[config.mk]
export PLATFORM = sky130hd
export DESIGN_NAME = alu_rr_arbiter_flat
export DESIGN_NICKNAME = d
export VERILOG_FILES = /design/src/rtl/alu_rr_arbiter_if.sv /design/src/rtl/alu_rr_arbiter.sv /design/src/flat_wrapper.sv
export SDC_FILE = /design/constraint.sdc
export NUM_CORES = 1
export LEC_CHECK = 0
export ABC_AREA = 1
export BUFFER_PORTS_ARGS = -buffer_cell sky130_fd_sc_hd__buf_2
export CORE_ASPECT_RATIO = 1.4
export CORE_MARGIN = 2
export CORE_UTILIZATION = 35
export DETAILED_ROUTE_END_ITERATION = 10
export PLACE_DENSITY = 0.61
export RECOVER_POWER = 100
export SYNTH_ARGS = -nofsm -noshare
export SYNTH_HDL_FRONTEND = slang
export SYNTH_SLANG_ARGS = --single-unit
[constraint.sdc]
create_clock -name clk -period 2.2 [get_ports clk]
set_input_delay 0.33 -clock clk [delete_from_list [all_inputs] [get_ports clk]]
set_output_delay 0.33 -clock clk [all_outputs]
set_load 0.05 [all_outputs]
[src/rtl/alu_rr_arbiter_if.sv]
// Request/response and shared-ALU bundle for the round-robin ALU arbiter.
// master = requesters plus ALU side, slave = the arbiter itself.
interface alu_rr_arbiter_if #(
  parameter int NUM_REQ = 4,
  parameter int DATA_W  = 4,
  parameter int OP_W    = 4
);
  localparam int ID_W = (NUM_REQ > 1) ? $clog2(NUM_REQ) : 1;

  logic [NUM_REQ-1:0]        req_valid;
  logic [NUM_REQ-1:0]        req_ready;
  logic [NUM_REQ*OP_W-1:0]   req_opcode;
  logic [NUM_REQ*DATA_W-1:0] req_a;
  logic [NUM_REQ*DATA_W-1:0] req_b;
  logic [OP_W-1:0]           alu_opcode;
  logic [DATA_W-1:0]         alu_a;
  logic [DATA_W-1:0]         alu_b;
  logic [DATA_W-1:0]         alu_result;
  logic                      rsp_valid;
  logic                      rsp_ready;
  logic [ID_W-1:0]           rsp_id;
  logic [DATA_W-1:0]         rsp_result;
  logic                      rsp_err;

  modport master (
    output req_valid, req_opcode, req_a, req_b, alu_result, rsp_ready,
    input  req_ready, alu_opcode, alu_a, alu_b, rsp_valid, rsp_id, rsp_result, rsp_err
  );

  modport slave (
    input  req_valid, req_opcode, req_a, req_b, alu_result, rsp_ready,
    output req_ready, alu_opcode, alu_a, alu_b, rsp_valid, rsp_id, rsp_result, rsp_err
  );
endinterface

[src/rtl/alu_rr_arbiter.sv]
// Round-robin arbiter sharing one ALU among NUM_REQ requesters.
// One transaction in flight: IDLE(grant) -> LOAD -> CAPT -> RESP.
module alu_rr_arbiter #(
  parameter int              NUM_REQ = 4,
  parameter int              DATA_W  = 4,
  parameter int              OP_W    = 4,
  parameter logic [OP_W-1:0] IDLE_OP = {OP_W{1'b1}}
) (
  input  logic               clk,
  input  logic               rst,
  alu_rr_arbiter_if.slave    bus
);
  localparam int ID_W = (NUM_REQ > 1) ? $clog2(NUM_REQ) : 1;

  typedef enum logic [1:0] {S_IDLE, S_LOAD, S_CAPT, S_RESP} state_t;

  state_t            state_reg, state_next;
  logic [ID_W-1:0]   rr_ptr_reg;
  logic [OP_W-1:0]   lat_op_reg;
  logic [DATA_W-1:0] lat_a_reg, lat_b_reg;
  logic [ID_W-1:0]   lat_id_reg;
  logic [ID_W-1:0]   rsp_id_reg;
  logic [DATA_W-1:0] rsp_result_reg;
  logic              rsp_err_reg;

  logic [OP_W-1:0]    op_arr [NUM_REQ];
  logic [DATA_W-1:0]  a_arr  [NUM_REQ];
  logic [DATA_W-1:0]  b_arr  [NUM_REQ];
  logic               grant_hit;
  logic [ID_W-1:0]    grant_idx;
  logic               unsupported;
  logic [NUM_REQ-1:0] req_ready_c;
  logic [OP_W-1:0]    alu_opcode_c;
  logic               rsp_valid_c;

  genvar gi;
  generate
    for (gi = 0; gi < NUM_REQ; gi++) begin : g_unpack
      assign op_arr[gi] = bus.req_opcode[gi*OP_W +: OP_W];
      assign a_arr[gi]  = bus.req_a[gi*DATA_W +: DATA_W];
      assign b_arr[gi]  = bus.req_b[gi*DATA_W +: DATA_W];
    end
  endgenerate

  // Walk backwards so the nearest valid index at or after rr_ptr wins.
  always_comb begin
    grant_hit = 1'b0;
    grant_idx = '0;
    for (int k = NUM_REQ - 1; k >= 0; k--) begin
      int idx;
      idx = int'(rr_ptr_reg) + k;
      if (idx >= NUM_REQ) idx = idx - NUM_REQ;
      if (bus.req_valid[idx]) begin
        grant_hit = 1'b1;
        grant_idx = ID_W'(idx);
      end
    end
  end

  assign unsupported = (lat_op_reg > OP_W'(3));

  always_ff @(posedge clk or posedge rst) begin
    if (rst) state_reg <= S_IDLE;
    else     state_reg <= state_next;
  end

  always_comb begin
    state_next = state_reg;
    case (state_reg)
      S_IDLE:  if (grant_hit) state_next = S_LOAD;
      S_LOAD:  state_next = S_CAPT;
      S_CAPT:  state_next = S_RESP;
      S_RESP:  if (bus.rsp_ready) state_next = S_IDLE;
      default: state_next = S_IDLE;
    endcase
  end

  always_comb begin
    req_ready_c  = '0;
    alu_opcode_c = IDLE_OP;
    rsp_valid_c  = 1'b0;
    case (state_reg)
      S_IDLE:  if (grant_hit) req_ready_c[grant_idx] = 1'b1;
      S_LOAD,
      S_CAPT:  alu_opcode_c = lat_op_reg;
      S_RESP:  rsp_valid_c = 1'b1;
      default: ;
    endcase
  end

  always_ff @(posedge clk or posedge rst) begin
    if (rst) begin
      rr_ptr_reg     <= '0;
      lat_op_reg     <= IDLE_OP;
      lat_a_reg      <= '0;
      lat_b_reg      <= '0;
      lat_id_reg     <= '0;
      rsp_id_reg     <= '0;
      rsp_result_reg <= '0;
      rsp_err_reg    <= 1'b0;
    end else begin
      if (state_reg == S_IDLE && grant_hit) begin
        lat_op_reg <= op_arr[grant_idx];
        lat_a_reg  <= a_arr[grant_idx];
        lat_b_reg  <= b_arr[grant_idx];
        lat_id_reg <= grant_idx;
      end
      // Unsupported opcodes never loaded the ALU, so its output is meaningless.
      if (state_reg == S_CAPT) begin
        rsp_result_reg <= unsupported ? '0 : bus.alu_result;
        rsp_err_reg    <= unsupported;
        rsp_id_reg     <= lat_id_reg;
      end
      if (state_reg == S_RESP && bus.rsp_ready) begin
        rr_ptr_reg <= (int'(lat_id_reg) == NUM_REQ - 1) ? '0 : ID_W'(lat_id_reg + 1'b1);
      end
    end
  end

  assign bus.req_ready  = req_ready_c;
  assign bus.alu_opcode = alu_opcode_c;
  assign bus.alu_a      = lat_a_reg;
  assign bus.alu_b      = lat_b_reg;
  assign bus.rsp_valid  = rsp_valid_c;
  assign bus.rsp_id     = rsp_id_reg;
  assign bus.rsp_result = rsp_result_reg;
  assign bus.rsp_err    = rsp_err_reg;
endmodule

[src/flat_wrapper.sv]
// flat-port wrapper written by rule: the top's interface ports become plain ports
module alu_rr_arbiter_flat 
#(
  parameter int              NUM_REQ = 4,
  parameter int              DATA_W  = 4,
  parameter int              OP_W    = 4,
  parameter logic [OP_W-1:0] IDLE_OP = {OP_W{1'b1}}
)
  (clk, rst, bus_req_valid, bus_req_opcode, bus_req_a, bus_req_b, bus_alu_result, bus_rsp_ready, bus_req_ready, bus_alu_opcode, bus_alu_a, bus_alu_b, bus_rsp_valid, bus_rsp_id, bus_rsp_result, bus_rsp_err);
  alu_rr_arbiter_if #(.NUM_REQ(NUM_REQ), .DATA_W(DATA_W), .OP_W(OP_W)) bus_i ();
  input  logic clk;
  input  logic rst;
  input wire logic [$bits(bus_i.req_valid)-1:0] bus_req_valid;
  input wire logic [$bits(bus_i.req_opcode)-1:0] bus_req_opcode;
  input wire logic [$bits(bus_i.req_a)-1:0] bus_req_a;
  input wire logic [$bits(bus_i.req_b)-1:0] bus_req_b;
  input wire logic [$bits(bus_i.alu_result)-1:0] bus_alu_result;
  input wire logic [$bits(bus_i.rsp_ready)-1:0] bus_rsp_ready;
  output wire logic [$bits(bus_i.req_ready)-1:0] bus_req_ready;
  output wire logic [$bits(bus_i.alu_opcode)-1:0] bus_alu_opcode;
  output wire logic [$bits(bus_i.alu_a)-1:0] bus_alu_a;
  output wire logic [$bits(bus_i.alu_b)-1:0] bus_alu_b;
  output wire logic [$bits(bus_i.rsp_valid)-1:0] bus_rsp_valid;
  output wire logic [$bits(bus_i.rsp_id)-1:0] bus_rsp_id;
  output wire logic [$bits(bus_i.rsp_result)-1:0] bus_rsp_result;
  output wire logic [$bits(bus_i.rsp_err)-1:0] bus_rsp_err;
  assign bus_i.req_valid = bus_req_valid;
  assign bus_i.req_opcode = bus_req_opcode;
  assign bus_i.req_a = bus_req_a;
  assign bus_i.req_b = bus_req_b;
  assign bus_i.alu_result = bus_alu_result;
  assign bus_i.rsp_ready = bus_rsp_ready;
  assign bus_req_ready = bus_i.req_ready;
  assign bus_alu_opcode = bus_i.alu_opcode;
  assign bus_alu_a = bus_i.alu_a;
  assign bus_alu_b = bus_i.alu_b;
  assign bus_rsp_valid = bus_i.rsp_valid;
  assign bus_rsp_id = bus_i.rsp_id;
  assign bus_rsp_result = bus_i.rsp_result;
  assign bus_rsp_err = bus_i.rsp_err;
  alu_rr_arbiter #(.NUM_REQ(NUM_REQ), .DATA_W(DATA_W), .OP_W(OP_W), .IDLE_OP(IDLE_OP)) u_core (.clk(clk), .rst(rst), .bus(bus_i));
endmodule
# Yosys cells after proc, flatten, opt, wreduce, memory -nomap -nowiden
# Cells that the tools add are included.
# totals
out_inout_bits	24
wordCells	86
register_bits	25
in_bits	59
# op_classes
n_eq_ne	6
n_reduce_logical	6
n_mux	44
order_cmp	12
bitwise_logic	1
add_sub_neg	8
# op_table
op	count
$lt 32x4->1 const B	4
$mux 32	4
$ge 32x4->1 const B	3
$sub 32x4->32 const B	3
$mux 4	10
$bmux 4 s2	3
$mux 1	14
$mux 2	7
$bmux 1 s2	4
$pmux 2 s4	1
$add 2x2->3 const B	2
$eq 2x1->1 const B	2
$eq 2x2->1 const B	2
$gt 4x2->1 const B	1
$sub 2x3->4 const B	1
$add 2x1->3 const B	1
$ge 2x3->1 const B	1
$ge 3x3->1 const B	1
$logic_and 1x1->1	3
$lt 2x3->1 const B	1
$not 2->3	1
$add 2x1->2 const B	1
$demux 1 s2	1
$ge 2x1->1 const B	1
5 further kinds	5

# Logic depth before layout (Yosys ltp)
# Gate-level depths: netlist of the first run.
# logic_depth
ltp_word	16
mapped_depth	16
mapped_depth_nobuf	14

# Worst setup path after synthesis of the first run
# Ideal clock, no wire load.
# synth_path
path_type	register to output
start	register u_core.rr_ptr_reg[0]
end	output port bus_req_ready[1]
required_ps	1870
slack_ps	-203
arrival_time_ps	2073
path_stages_with_launch	14
path_buffers	2
cell_sequence	dfrtp_1 buf_6 inv_4 nand2_1 nand2_1 nand2_2 nand2_2 nor2_2 nor2_1 nand2_4 nand2_4 buf_4 nand2_1 nor2_1
# synth_via
elab_chain_cells	16
word_cells_on_any_way	42
cone_classes	7 x add/sub; 6 x order compare; 28 x mux; 1 x reduce/logical
# synth_lines
element	line_no	text
start, declared	alu_rr_arbiter.sv:18	logic [ID_W-1:0] rr_ptr_reg;
start signal, assigned	alu_rr_arbiter.sv:115	rr_ptr_reg <= (int'(lat_id_reg) == NUM_REQ - 1) ? '0 : ID_W'(lat_id_reg + 1'b1);
$add 2x2->3	alu_rr_arbiter.sv:51	idx = int'(rr_ptr_reg) + k;
$sub 32x4->32 / $ge 32x4->1 (equally long branches)	alu_rr_arbiter.sv:52	if (idx >= NUM_REQ) idx = idx - NUM_REQ;
$mux 32	alu_rr_arbiter.sv:52	
$bmux 1 s2	alu_rr_arbiter.sv:53	if (bus.req_valid[idx]) begin
$mux 1 (not written as such) (2 in a row)	alu_rr_arbiter.sv:53	
$mux 2 (4 in a row)	alu_rr_arbiter.sv:53	
$lt 2x3->1 (not written as such) / $ge 2x1->1 (equally long branches)	alu_rr_arbiter.sv:83	S_IDLE: if (grant_hit) req_ready_c[grant_idx] = 1'b1;
$logic_and 1x1->1 (not written as such)	alu_rr_arbiter.sv:83	
$mux 1 (not written as such)	alu_rr_arbiter.sv:83	
$demux 1 s2	n/a	
$mux 4 *	alu_rr_arbiter.sv:83	
$mux 4 *	alu_rr_arbiter.sv:82	case (state_reg)
end, declared	flat_wrapper.sv:19	output wire logic [$bits(bus_i.req_ready)-1:0] bus_req_ready;
# Mark *: on every way between the ends. The rest lies on a longest branch, timed or not. The select of a mux whose other input is x is not followed.

# Worst setup path in the final report of the first run
# layout_path
start	register u_core.rr_ptr_reg[0]
end	output port bus_req_ready[2]
# The elaborated chain is that of the path after synthesis.

==> results.json, run 1 <==
{
  "syn_avg_cell_area_um2": 6.43,
  "syn-num-nets": 351,
  "path_clk_slew_ns": 0.09,
  "whs_ns": 0.112,
  "drv_cap": 0,
  "clkLatencyLatePin_ns": 0.27,
  "worstPathRequired_ns": 1.87,
  "crit_path_end_kind": "output pin",
  "core_um2": 5120,
  "r2r_start": "u_core.rr_ptr_reg[0]",
  "ys_types": 23,
  "final_area_um2": 2650,
  "clockBufferDepth": 2,
  "die-area_um2": 5890,
  "cts_root_buf": "clkbuf_8",
  "rr_endpoint": "u_core.bus.alu_b[3]",
  "violations": "negative setup slack",
  "grt-ovfl-total": 0,
  "crit_top_cell": "nand2_2",
  "ys_top_cells_by_area": "dfrtp_1 28%, nand2_1 19%, nand3_1 14%",
  "hold_viol_final": 0,
  "clock-skew-final_ns": 0.00611,
  "syn2layout_area_growth_pct": 43.3,
  "dp_hpwl_um": 3790,
  "drtPass1Iterations": 4,
  "status": "finished, violations left",
  "critPathMaxFanout": 7,
  "cts_hold_buf": 0,
  "drive_above_1_share_pct": 38.1,
  "cpPeakStageDelay_ns": 0.49,
  "grt_max_degree": 24,
  "yosysTopAreaCell": "dfrtp_1",
  "ioPinCount": 83,
  "syn_area_um2": 1850,
  "die_x_um": 65.5,
  "slew_headroom_pct": 57.8,
  "drc": 0,
  "diodes": 0,
  "place_area_um2": 2370,
  "synth_top_area_share_pct": 28.4,
  "synthArstFlopShare_pct": 100,
  "rsz0062_at_grt": "yes",
  "cp.arrival_ns": 1.91,
  "grt.total_usage_pct": 16.6,
  "cp_cell_sequence": "inv_4 > nand2_2 > nand2_4 > nand2_2 > nand2_2 > nor2_4 > nand3_2 > nand2_2 > inv_4 > nand3_4 > nor2_2 > buf_6",
  "fin_nets": 447,
  "row_count": 31,
  "portBuffers": 82,
  "yosys_warnings": 0,
  "rrSetupSlack_ns": 0.14,
  "dr.first_iter.drc_count": 101,
  "synth_ff_type": "dfrtp_1",
  "crit_path_top_delay_cell": "dfrtp_2",
  "synth_edf_count": 0,
  "num_vias": 2059,
  "finalSetupViolations": 3,
  "finalCriticalPeriod_ns": 2.24,
  "worstSetupStartpointType": "register",
  "place_ws_ns": 0.0593,
  "via_per_inst": 4.59,
  "period_share_pct": 102,
  "htreeDepth": 1,
  "grt_pass1_wl_um": 8090,
  "drtAntennaViolNets": 0,
  "postSynthCellCount": 288,
  "gp_congestion": 0.834,
  "hold_class": "input port to async pin",
  "cts_buffers": 3,
  "slew_violations": 0,
  "clock-sinks": 25,
  "die_height_um": 90.0,
  "start_util_pct": 36.1,
  "routed_wl_um": 5040,
  "path_class": "register to output pin",
  "drt-wirelength-per-cell_um": 11.2,
  "cts_tree": "yes",
  "yosysSeqAreaShare_pct": 34.1,
  "synth-seq-cells": 25,
  "antenna_found_initial": 0,
  "tightest_slew_ns": 0.636,
  "max_freq_ghz": 0.446,
  "grt_pass1_vias": 1893,
  "finalWorstSetupSlack_ns": -0.0407,
  "r2r_cells": 13
}
==> cell families (layout without fill, tap and decap cells) <==
group / Yosys count / count (layout) / share of synthesized area (%)
buf+inv: 67 / 162 / 15.5
fa+ha+maj: 4 / 4 / 2.70
simple gates: 181 / 181 / 43.7
compound gates: 11 / 11 / 3.99
flops: 25 / 25 / 34.1
==> Yosys cell counts (4+ instances only) <==
cell type,n
or2_0,5
buf_2,5
ha_1,4
nor2_1,14
a22o_1,4
nand2_1,93
or2_2,9
nand2_2,4
dfrtp_1,21
nand3_1,51
dfstp_2,4
inv_1,55
==> through the flow <==
step                TNS (ns)  utilization [%]  instances
floorplan             -0.406                -        288
finish               -0.0849             51.8        449
global placement           0             46.3        439
global route          -0.499             51.8        449
detailed placement         0             46.3        439
CTS                  -0.0170             48.7        445
==> how the worst max path moves through the flow <==
stage	startpoint	cells after the start	slack, ns	end
2_1_floorplan	u_core.rr_ptr_reg[0]	13	-0.20	bus_req_ready[1]
3_3_place_gp	u_core.rr_ptr_reg[0]	12	0.12	bus_req_ready[1]
3_5_place_dp	u_core.rr_ptr_reg[0]	12	0.06	bus_req_ready[3]
4_1_cts	u_core.rr_ptr_reg[0]	12	-0.01	bus_req_ready[1]
5_1_grt	u_core.rr_ptr_reg[0]	12	-0.14	bus_req_ready[0]
6_report	u_core.rr_ptr_reg[0]	12	-0.04	bus_req_ready[2]
==> layout by cell type (no fill, tap or decap), types with 5 or more instances in the layout <==
master	n
nand2_1	72
buf_2	62
inv_1	54
nand3_1	46
dfrtp_1	20
nand2_2	18
clkbuf_1	17
buf_4	15
or2_2	9
nand2_4	8
nor2_1	7
nor2_4	5
or2_0	5
buf_6	5
==> per-layer routing <==
| metal | wire, um | GRT usage, % | vias to the layer above |
|---|---|---|---|
| li1 | - | - | 1066 |
| met2 | 2810 | 31.0 | 43 |
| met3 | 180 | 1.63 | 6 |
| met1 | 1980 | 19.8 | 944 |
| met4 | 69 | 4.17 | 0 |
| met5 | 0 | 0 | - |
==> worst max-delay path: cells and delay by family (launching register included) <==
kind	cells	cell delay, ns
and+or+nand+nor	9	0.76
buffers and inverters	3	0.38
DFF	1	0.49
==> area by class of cell <==
cell class / instances / area [um^2]
inverters: 58 / 225
fillers: 573 / 2470
flip-flops and latches: 25 / 632
clock buffers: 3 / 41.3
clock inverters: 1 / 7.51
well taps: 66 / 82.6
repair buffers: 100 / 558
multi-input cells: 196 / 1100
==> repair_timing <==
item                                    in CTS  in global routing
buffers inserted                             2                  5
endpoints found under the setup margin       4                 11
resized for setup                           17                 43
pin swaps                                    7                 21
cloned                                       0                  0
Power of run 1 is not shown: default switching activity piles up to over one toggle a cycle in this logic, so the estimate is an artifact.
==> run 2: changes to the inputs <==
- CORE_MARGIN: 2 -> default
- PLACE_DENSITY: 0.61 -> 0.64
- SKIP_CTS_REPAIR_TIMING: default -> 1
- clock period: 2.2 -> 1.9 ns (I/O delays scaled with it)
==> run 2 against run 1 <==
The run still ends with negative setup slack left. Sequential share of layout area decreased by 0.32 points. Routed wire length down 2.1%. Cell count grew 0.45%. Design area is 1.4% higher. Core utilization is 2.5 points higher. Sequential cell count unchanged. Clock skew down 0.0041 ns.
==> results.json, run 2 (synthesized netlist as in run 1, its figures left out) <==
{
  "status": "finished, violations left",
  "violations": "negative setup slack",
  "dp_hpwl_um": 3770,
  "hold_viol_final": 0,
  "final_cell_mix": "77 x nand2_1, 62 x buf_2, 53 x inv_1, 47 x nand3_1, 20 x dfrtp_1",
  "antenna_found_initial": 0,
  "r2r_cells": 13,
  "htreeDepth": 1,
  "finalCriticalPeriod_ns": 2.18,
  "critPathMaxFanout": 6,
  "rsz0062_at_grt": "yes",
  "die_x_um": 63.5,
  "drt-wirelength-per-cell_um": 10.9,
  "path_clk_slew_ns": 0.09,
  "min_to": "u_core.bus.rsp_result[1]",
  "grt.total_usage_pct": 17.2,
  "r2r_start": "u_core.rr_ptr_reg[0]",
  "die-area_um2": 5590,
  "met3_usage_pct": 1.30,
  "via_per_inst": 4.54,
  "routed_wl_um": 4940,
  "path_class": "register to output pin",
  "gr-usage-met2_pct": 32.5,
  "gp_congestion": 0.890,
  "worstSetupStartpointType": "register",
  "layout_commonest_cell": "nand2_1",
  "grt_pass1_wl_um": 7740,
  "drc": 0,
  "finalWorstSetupSlack_ns": -0.276,
  "crit_path_end_kind": "output pin",
  "diodes": 0,
  "max_freq_ghz": 0.460,
  "hold_class": "input port to register",
  "tightest_slew_ns": 1.38,
  "critPathLaunch": "u_core.rr_ptr_reg[0]",
  "drtAntennaViolNets": 0,
  "dr.first_iter.drc_count": 73,
  "min_from": "bus_alu_result[1]",
  "drive_above_1_share_pct": 38.0,
  "rrSetupSlack_ns": -0.05,
  "core_um2": 4950,
  "drtPass1Iterations": 4,
  "cts_buffers": 3,
  "multi_input_area_um2": 1110,
  "grt_use_met1_pct": 20.3,
  "portBuffers": 82,
  "fin_tns_setup_ns": -1.19,
  "syn2layout_area_growth_pct": 45.2,
  "fill_cells": 518,
  "clockBufferDepth": 2,
  "cp.arrival_ns": 1.89,
  "fin_nets": 451,
  "die_height_um": 88.0,
  "drv_cap": 0,
  "ioPinCount": 83,
  "clock-sinks": 25,
  "slew_violations": 0,
  "period_share_pct": 115,
  "seq_area_um2": 632,
  "worstPathRequired_ns": 1.62,
  "clkLatencyLatePin_ns": 0.27,
  "grt-ovfl-total": 0,
  "row_count": 30,
  "grt_pass1_vias": 1835,
  "cts_root_buf": "clkbuf_8",
  "start_util_pct": 37.3,
  "slew_headroom_pct": 8.12,
  "min_path_cells": 2,
  "cts_tree": "yes",
  "num_vias": 2049,
  "clock-skew-final_ns": 0.00201,
  "grt_max_degree": 35,
  "finalSetupViolations": 9,
  "busiest_layer": "met2",
  "rr_endpoint": "u_core.bus.alu_a[2]"
}
run 2: worst max-delay path by stage:
stage,endpoint,slack [ns],cells past startpoint
after CTS,bus_req_ready[2],-0.44,12
after detailed placement,bus_req_ready[1],-0.12,12
after global routing,bus_req_ready[2],-0.37,12
final,bus_req_ready[2],-0.28,12
after floorplan,bus_req_ready[1],-0.09,13
after global placement,bus_req_ready[0],-0.1,11
run 2: final cells by class:
type                            count  share of cell area (%)
Clock buffer                        3                    1.54
Clock inverter                      1                   0.279
Inverter                           58                    8.38
Multi-Input combinational cell    196                    41.4
Sequential cell                    25                    23.5
Tap cell                           64                    2.98
Timing Repair Buffer              104                    21.9
run 2: metrics by stage:
step	hold WS [ns]	setup slack (ns)	instances	instance area, um^2	utilization [%]
after CTS	0.0573	-0.436	447	2530	51.0
after floorplan	0.309	-0.0940	288	1920	-
final	0.224	-0.276	451	2690	54.2
after detailed placement	0.360	-0.122	443	2480	50.0
after global placement	0.350	-0.0985	443	2480	50.0
after global routing	0.220	-0.368	451	2690	54.2
run 2: critical path: stages, from the launching register on:
cell and delay (ns):
dfrtp_2 0.47, inv_4 0.09, nand2_1 0.09, nand2_2 0.12, nand2_4 0.08, nand2_4 0.09
nor2_4 0.05, nand3_2 0.09, nand2_2 0.08, inv_4 0.10, nand3_4 0.09, nor2_4 0.11
buf_6 0.16
run 2: layer usage:
metal	wire, um	share of wire [%]
met5	0	0
met4	107	2.2
met3	180	3.6
met2	2600	53
met1	2050	42
Power of run 2 is left out for the same reason.
